`src/rtl/video_stream_framer.sv`:
```
// Frames a raw 32-bit word stream (two RGB565 pixels per word) into AXI4-Stream video.
// tuser marks start-of-frame and tlast marks end-of-line; geometry is latched at each frame start.
`timescale 1ns/1ps
module video_stream_framer #(
    parameter int WORDS_W = 12,
    parameter int LINES_W = 12
) (
    input  logic               aclk,
    input  logic               aresetn,
    input  logic               cfg_enable,
    input  logic [WORDS_W-1:0] cfg_hwords,
    input  logic [LINES_W-1:0] cfg_vlines,
    input  logic [31:0]        s_axis_raw_tdata,
    input  logic               s_axis_raw_tvalid,
    output logic               s_axis_raw_tready,
    output logic [31:0]        m_axis_vid_tdata,
    output logic               m_axis_vid_tvalid,
    input  logic               m_axis_vid_tready,
    output logic               m_axis_vid_tuser,
    output logic               m_axis_vid_tlast,
    output logic               stat_frame_done,
    output logic               stat_active
);

    typedef enum logic [1:0] {
        IDLE  = 2'd0,
        RUN   = 2'd1,
        DRAIN = 2'd2
    } state_t;

    typedef struct packed {
        logic [31:0] data;
        logic        user;
        logic        last;
    } beat_t;

    state_t             state;
    state_t             state_next;
    logic [WORDS_W-1:0] hwords;
    logic [WORDS_W-1:0] col;
    logic [LINES_W-1:0] vlines;
    logic [LINES_W-1:0] row;

    beat_t              in_beat;
    beat_t              out_beat;
    beat_t              out_beat_next;
    beat_t              skid_beat;
    beat_t              skid_beat_next;
    logic               out_valid;
    logic               out_valid_next;
    logic               skid_valid;
    logic               skid_valid_next;
    logic               in_ready;

    logic               push;
    logic               pop;
    logic               eol;
    logic               eof;
    logic               start;
    logic               done_next;
    logic               frame_done;
    logic               active;

    assign push  = s_axis_raw_tvalid && in_ready;
    assign pop   = out_valid && m_axis_vid_tready;
    assign eol   = (col == hwords - WORDS_W'(1));
    assign eof   = eol && (row == vlines - LINES_W'(1));
    assign start = cfg_enable && (cfg_hwords != '0) && (cfg_vlines != '0);

    // Tags are computed from the position counters at the moment a word is accepted.
    always_comb begin
        in_beat.data = s_axis_raw_tdata;
        in_beat.user = (col == '0) && (row == '0);
        in_beat.last = eol;
    end

    // NOTE: every signal written here gets a default first, so no path can infer a latch.
    always_comb begin
        state_next = state;
        done_next  = 1'b0;
        case (state)
            IDLE: begin
                if (start) begin
                    state_next = RUN;
                end
            end
            RUN: begin
                if (push && eof) begin
                    state_next = DRAIN;
                end
            end
            DRAIN: begin
                // The last word of the frame leaves when it pops with nothing behind it.
                if (pop && !skid_valid) begin
                    state_next = IDLE;
                    done_next  = 1'b1;
                end
            end
            default: begin
                state_next = IDLE;
            end
        endcase
    end

    // Output register plus one-entry skid; the skid only fills when the output stalls.
    always_comb begin
        out_valid_next  = out_valid;
        out_beat_next   = out_beat;
        skid_valid_next = skid_valid;
        skid_beat_next  = skid_beat;
        if (pop) begin
            if (skid_valid) begin
                out_beat_next   = skid_beat;
                skid_valid_next = push;
                if (push) begin
                    skid_beat_next = in_beat;
                end
            end else begin
                out_valid_next = push;
                if (push) begin
                    out_beat_next = in_beat;
                end
            end
        end else if (push) begin
            if (out_valid) begin
                skid_valid_next = 1'b1;
                skid_beat_next  = in_beat;
            end else begin
                out_valid_next = 1'b1;
                out_beat_next  = in_beat;
            end
        end
    end

    // NOTE: sequential state uses non-blocking assignments so all registers update together.
    always_ff @(posedge aclk or negedge aresetn) begin
        if (!aresetn) begin
            state      <= IDLE;
            in_ready   <= 1'b0;
            frame_done <= 1'b0;
            active     <= 1'b0;
        end else begin
            state      <= state_next;
            in_ready   <= (state_next == RUN) && !skid_valid_next;
            frame_done <= done_next;
            active     <= (state_next != IDLE) || done_next;
        end
    end

    always_ff @(posedge aclk or negedge aresetn) begin
        if (!aresetn) begin
            hwords <= '0;
            vlines <= '0;
            col    <= '0;
            row    <= '0;
        end else if ((state == IDLE) && start) begin
            hwords <= cfg_hwords;
            vlines <= cfg_vlines;
            col    <= '0;
            row    <= '0;
        end else if (push) begin
            if (eol) begin
                col <= '0;
                row <= row + LINES_W'(1);
            end else begin
                col <= col + WORDS_W'(1);
            end
        end
    end

    // NOTE: the payload registers are reset too, so tdata reads 0 straight out of reset.
    always_ff @(posedge aclk or negedge aresetn) begin
        if (!aresetn) begin
            out_valid  <= 1'b0;
            out_beat   <= '0;
            skid_valid <= 1'b0;
            skid_beat  <= '0;
        end else begin
            out_valid  <= out_valid_next;
            out_beat   <= out_beat_next;
            skid_valid <= skid_valid_next;
            skid_beat  <= skid_beat_next;
        end
    end

    assign s_axis_raw_tready = in_ready;
    assign m_axis_vid_tvalid = out_valid;
    assign m_axis_vid_tdata  = out_beat.data;
    assign m_axis_vid_tuser  = out_beat.user;
    assign m_axis_vid_tlast  = out_beat.last;
    assign stat_frame_done   = frame_done;
    assign stat_active       = active;

endmodule

```
`config.mk`:
```
export PLATFORM = sky130hd
export DESIGN_NAME = video_stream_framer
export DESIGN_NICKNAME = d
export VERILOG_FILES = /design/src/rtl/video_stream_framer.sv
export SDC_FILE = /design/constraint.sdc
export NUM_CORES = 1
export LEC_CHECK = 0
export ABC_AREA = 1
export CAP_MARGIN = 10
export CORE_UTILIZATION = 49
export DETAILED_ROUTE_END_ITERATION = 10
export PLACE_DENSITY = 0.77
export SYNTH_ARGS = -nofsm -noshare
export SYNTH_HDL_FRONTEND = slang
export SYNTH_SLANG_ARGS = --single-unit
```
`constraint.sdc`:
```
create_clock -name aclk -period 2 [get_ports aclk]
set_input_delay 0.4 -clock aclk [delete_from_list [all_inputs] [get_ports aclk]]
set_output_delay 0.4 -clock aclk [all_outputs]
set_load 0.03 [all_outputs]
```
==> Yosys cells after proc, flatten, opt, wreduce, memory -nomap -nowiden <==
Index checks and enable logic that the tools add are counted.
{ "totals": {"register_bits": 123, "in_bits": 61, "elab_cells": 84} }
{ "op_classes": {"addsub": 4, "eq_ne": 8, "mux": 28, "reduce_logical": 28} }
{ "op_table": {"columns": ["operator", "n"], "rows": [
  ["34-bit 2-to-1 mux", 9],
  ["12-bit 2-to-1 mux", 6],
  ["12-bit by 1-bit adder with 12-bit output, second input constant", 2],
  ["12-bit == test", 2],
  ["12-bit zero test", 2],
  ["12-bit nonzero test", 2],
  ["12-bit by 1-bit subtractor with 12-bit output, second input constant", 2],
  ["2-bit nonzero test", 6],
  ["1-bit logical AND", 10],
  ["1-bit 2-to-1 mux", 9],
  ["2-bit 2-to-1 mux", 3],
  ["2-bit one-hot mux with 3 select lines", 1],
  ["3-bit AND reduction", 2],
  ["2-bit by 1-bit == test with 1-bit output, second input constant", 2],
  ["2-bit != test, second input constant", 2],
  ["2-bit AND reduction", 2],
  ["2-bit == test, second input constant", 1],
  ["1-bit zero test", 2],
  ["2-bit zero test", 1],
  ["2-bit by 1-bit != test with 1-bit output, second input constant", 1],
  ["1-bit logical OR", 1]
]} }

==> Longest topological paths before layout <==
Gate-level depths: netlist of run 1.
{ "depth": {"ltp_word": 8, "ltp_mapped": 17} }

==> Worst setup path before layout of run 1 <==
No wires, ideal clock.
{ "synth_timing": {"kind": "register to register", "startpoint": "register hwords[0]", "endpoint": "register row[0]", "setup_time_ps": 124, "arrival_ps": 1784, "required_time_ps": 1876, "slack_ps": 92, "path_stages_with_launch": 15, "path_buffers": 1, "period_less_slack_ps": 1908, "path_cell_list": "dfrtp_1 inv_2 ha_1 nand2_2 nor2_1 nand3_1 nand3_1 nand2_1 nor2_2 nand3_2 nand2_4 nand2_4 buf_6 a21oi_2 a21oi_2"} }
{ "synth_between": {"elab_chain_cells": 4} }
{ "synth_lines": {"columns": ["element", "line_no", "source"], "rows": [
  ["start: declaration", "39", "logic [WORDS_W-1:0] hwords;"],
  ["start signal: assignment", "157", "hwords <= cfg_hwords;"],
  ["12-bit by 1-bit subtractor with 12-bit output", "66", "assign eol = (col == hwords - WORDS_W'(1));"],
  ["12-bit == test", "66", null],
  ["2-bit nonzero test (no source line)", null, null],
  ["2-bit AND reduction (no source line)", null, null],
  ["end signal: assignment", "164", "row <= row + LINES_W'(1);"],
  ["end: declaration", "42", "logic [LINES_W-1:0] row;"]
]} }
Every way passes these cells.
A chain may end at the register's enable or synchronous reset.

==> Worst setup path after layout of run 1 <==
{ "layout_timing": {"startpoint": "register hwords[4]", "endpoint": "register row[0]"} }
The elaborated chain is that of the path after synthesis.

==> results of run 1 <==
[timing repair]
item                                   4_1_cts  5_1_grt
hold buffers                                 1        0
gates cloned                                 1        1
gates resized for setup                     20       43
pin swaps                                   11       10
setup endpoints to repair                   20       48
buffers inserted                             2        2
endpoints found under the hold margin       33        0
[through the flow]
stage                     hold slack (ps)    util  worst slack (ps)  TNS, ps
after floorplan                     104.4       -             92.37        0
after detailed placement            409.2  0.6389            -343.9   -16080
after CTS                           496.7  0.6936            -5.781   -10.94
final                               496.1  0.7087            -45.97   -111.6
after global routing                513.9  0.7087            -194.0    -2698
after global placement              407.9  0.6389            -302.1   -12750
[power by group]
part,switching [mW],internal [mW],total [mW],leakage (nW)
combinational,2.89,2.26,5.16,2.24
clock,1.16,1.87,3.03,0.272
sequential,0.735,3.48,4.22,1.45
total,4.79,7.62,12.4,3.96
[flip-flops by register name, indices dropped and copies added, names as in the netlist]
signal / flops
skid_valid: 1
skid_beat: 34
stat_active: 1
m_axis_vid_tuser: 1
col: 12
m_axis_vid_tvalid: 1
stat_frame_done: 1
hwords: 12
vlines: 12
s_axis_raw_tready: 1
row: 12
state: 2
m_axis_vid_tdata: 32
m_axis_vid_tlast: 1
[worst paths after layout]
check / start / to / depth (start not counted)
max in group asynchronous: aresetn / m_axis_vid_tdata[21] / 3
min reg2reg: skid_beat[31] / skid_beat[31] / 1
max: hwords[4] / row[0] / 13
max reg2reg: hwords[4] / row[0] / 13
min: aresetn / skid_beat[18] / 2
min in group aclk: skid_beat[31] / skid_beat[31] / 1
[layer usage]
| metal | share of wire | wire length [um] | vias to the layer above | track usage |
|---|---|---|---|---|
| met1 | 0.43 | 7162 | 2822 | 0.3279 |
| li1 | - | - | 2868 | - |
| met5 | 0 | 0 | - | 0 |
| met3 | 0.046 | 765 | 26 | 0.04567 |
| met2 | 0.50 | 8322 | 169 | 0.4335 |
| met4 | 0.020 | 337 | 0 | 0.1063 |
[critical path: stages (launching register included)]
cell and delay, ps:
dfrtp_1 450, nor2_4 190, nand2_4 90, nor2_4 140, nand3_1 80, nand2_1 70, nand2_1 60, nor2_2 140
nand3_2 140, nand2_4 150, nand2_8 110, buf_12 160, a21oi_2 100, a21oi_2 40
[cells by family after synthesis]
group                    share of synthesized area
AND/OR/NAND/NOR                             0.2412
buffers and inverters                      0.05816
flip-flops                                  0.4785
XOR/XNOR                                   0.03268
multiplexers                               0.06827
AO/OA/AOI/OAI                               0.1095
adder cells (fa/ha/maj)                    0.01167
[cells in the mapped netlist (all sizes together)]
master and count:
nand2 179, dfrtp 123, nor2 109, a21oi 91
inv 65, nand3 47, mux2 39, o21ai 27
xor2 21, buf 13, clkbuf 11, nor4 11
nor3 9, ha 6, o22ai 5, clkinv 3
nand4 3, xnor2 3, and3 2, nand3b 2
o211ai 2, a21boi 1, nor3b 1, o21bai 1
[final cells by class]
type	count	area, um2
Fill cell	991	3706
Multi-Input combinational cell	559	3187
Sequential cell	123	3079
Timing Repair Buffer	169	1692
Clock buffer	19	442.9
Inverter	68	257.7
Tap cell	172	215.2
Clock inverter	13	142.6
==> impl_metrics.env, run 1 <==
export IMPL_synth_top_area_frac=0.4785
export IMPL_cts_made_buffers=17
export IMPL_slew_headroom=0.6520
export IMPL_routed_via_density=5.240
export IMPL_crit_fanout=8
export IMPL_violations="setup timing"
export IMPL_reg2reg_slack_ps=-50
export IMPL_ios=99
export IMPL_dpl_cell_area_um2=8128
export IMPL_yosysTopAreaCell="dfrtp_1"
export IMPL_core_um2=12720
export IMPL_die_h_um=116.6
export IMPL_dieArea_um2=13590
export IMPL_crit_type="flip-flop to flip-flop"
export IMPL_cts_buffer_depth=2
export IMPL_cap_violations=0
export IMPL_fin_area_um2=9016
export IMPL_synth_area_leaders="dfrtp_1 (48%), nand2_1 (10%), a21oi_1 (6.9%)"
export IMPL_antenna_found_initial=0
export IMPL_antenna_cells=0
export IMPL_port_buffers=98
export IMPL_p_leak_nw=3.960
export IMPL_clock_fmax_ghz=0.4888
export IMPL_synth_cell_types=34
export IMPL_finClkSkew_ps=7.969
export IMPL_drt_first_pass_iters=5
export IMPL_drive_above_1_share=0.2240
export IMPL_synth_seq_cells=123
export IMPL_grt_pass1_wl_um=26840
export IMPL_drc=0
export IMPL_yosysSeqAreaShare=0.4785
export IMPL_critPathArrivalTime_ps=2350
export IMPL_final_nets=1005
export IMPL_drt_wl_total_um=16590
export IMPL_grt_usage=0.2573
export IMPL_die_x_um=116.6
export IMPL_grt_pass1_vias=5638
export IMPL_numClockSinks=123
export IMPL_required_ps=2300
export IMPL_end_kind="flip-flop"
export IMPL_ant_nets=0
export IMPL_overflow=0
export IMPL_initialDrtViolationCount=445
export IMPL_synth_area_per_cell_um2=8.311
export IMPL_synth_area_um2=6432
export IMPL_rsz0062_at_grt="true"
export IMPL_ir_drop_uv=966.0
export IMPL_cts_root_buf="clkbuf_16"
export IMPL_grt_max_degree=42
export IMPL_hold_violations=0
export IMPL_layout_cells_most_common="nand2_1"
export IMPL_start_util=0.5056
export IMPL_vias=5885
export IMPL_final_cell_mix="nand2_1 (162), dfrtp_1 (122), clkdlybuf4s50_1 (97), nor2_1 (92), a21oi_1 (87)"
export IMPL_fin_crit_ps=2046
export IMPL_num_rows=41
export IMPL_gp_congestion=0.8896
export IMPL_maxSlewViolCount=0
export IMPL_total_power_mw=12.41
export IMPL_pwr_density_cell_nw_per_um2=1376
export IMPL_htreeDepth=4
export IMPL_yosysWarnings=0
export IMPL_clk_latency_ps=420
export IMPL_fin_cells=1123
export IMPL_post_route_period_util=1.023
export IMPL_dpl_hpwl_um=11310
export IMPL_setup_violations=9
export IMPL_cts_tree="yes"
export IMPL_status="complete, but fails checks"
export IMPL_hold_class="primary input to async pin"
export IMPL_setup_ws_ps=-45.97
export IMPL_syn_instance_count=774
export IMPL_wl_per_cell_um=14.77
export IMPL_area_delta_synth_final_pct=40.17
export IMPL_place_inst=1085
export IMPL_worstMarginPinSlew_ps=522.0
export IMPL_path_clk_slew_ps=60
export IMPL_synth_fp_nets=841
export IMPL_start_kind="flip-flop"
No activity file was read; power rests on OpenSTA's default activity.
==> run 2: changes to the inputs <==
--- a/config.mk
+++ b/config.mk
@@ -11,4 +11,5 @@
 export DETAILED_ROUTE_END_ITERATION = 10
 export PLACE_DENSITY = 0.77
+export SLEW_MARGIN = 20
 export SYNTH_ARGS = -nofsm -noshare
 export SYNTH_HDL_FRONTEND = slang
==> constraint.sdc (replaced) <==
create_clock -name aclk -period 2 [get_ports aclk]
set_input_delay 0.4 -clock aclk [delete_from_list [all_inputs] [get_ports aclk]]
set_output_delay 0.4 -clock aclk [all_outputs]
set_load 0.01 [all_outputs]
==> results of run 2 <==
Same layout as run 1 (identical final DEF). Status: complete, but fails checks: setup timing.
Among the figures that moved: total power 12.41 mW -> 11.86 mW; worst IR drop on VDD 966.0 uV -> 882.6 uV
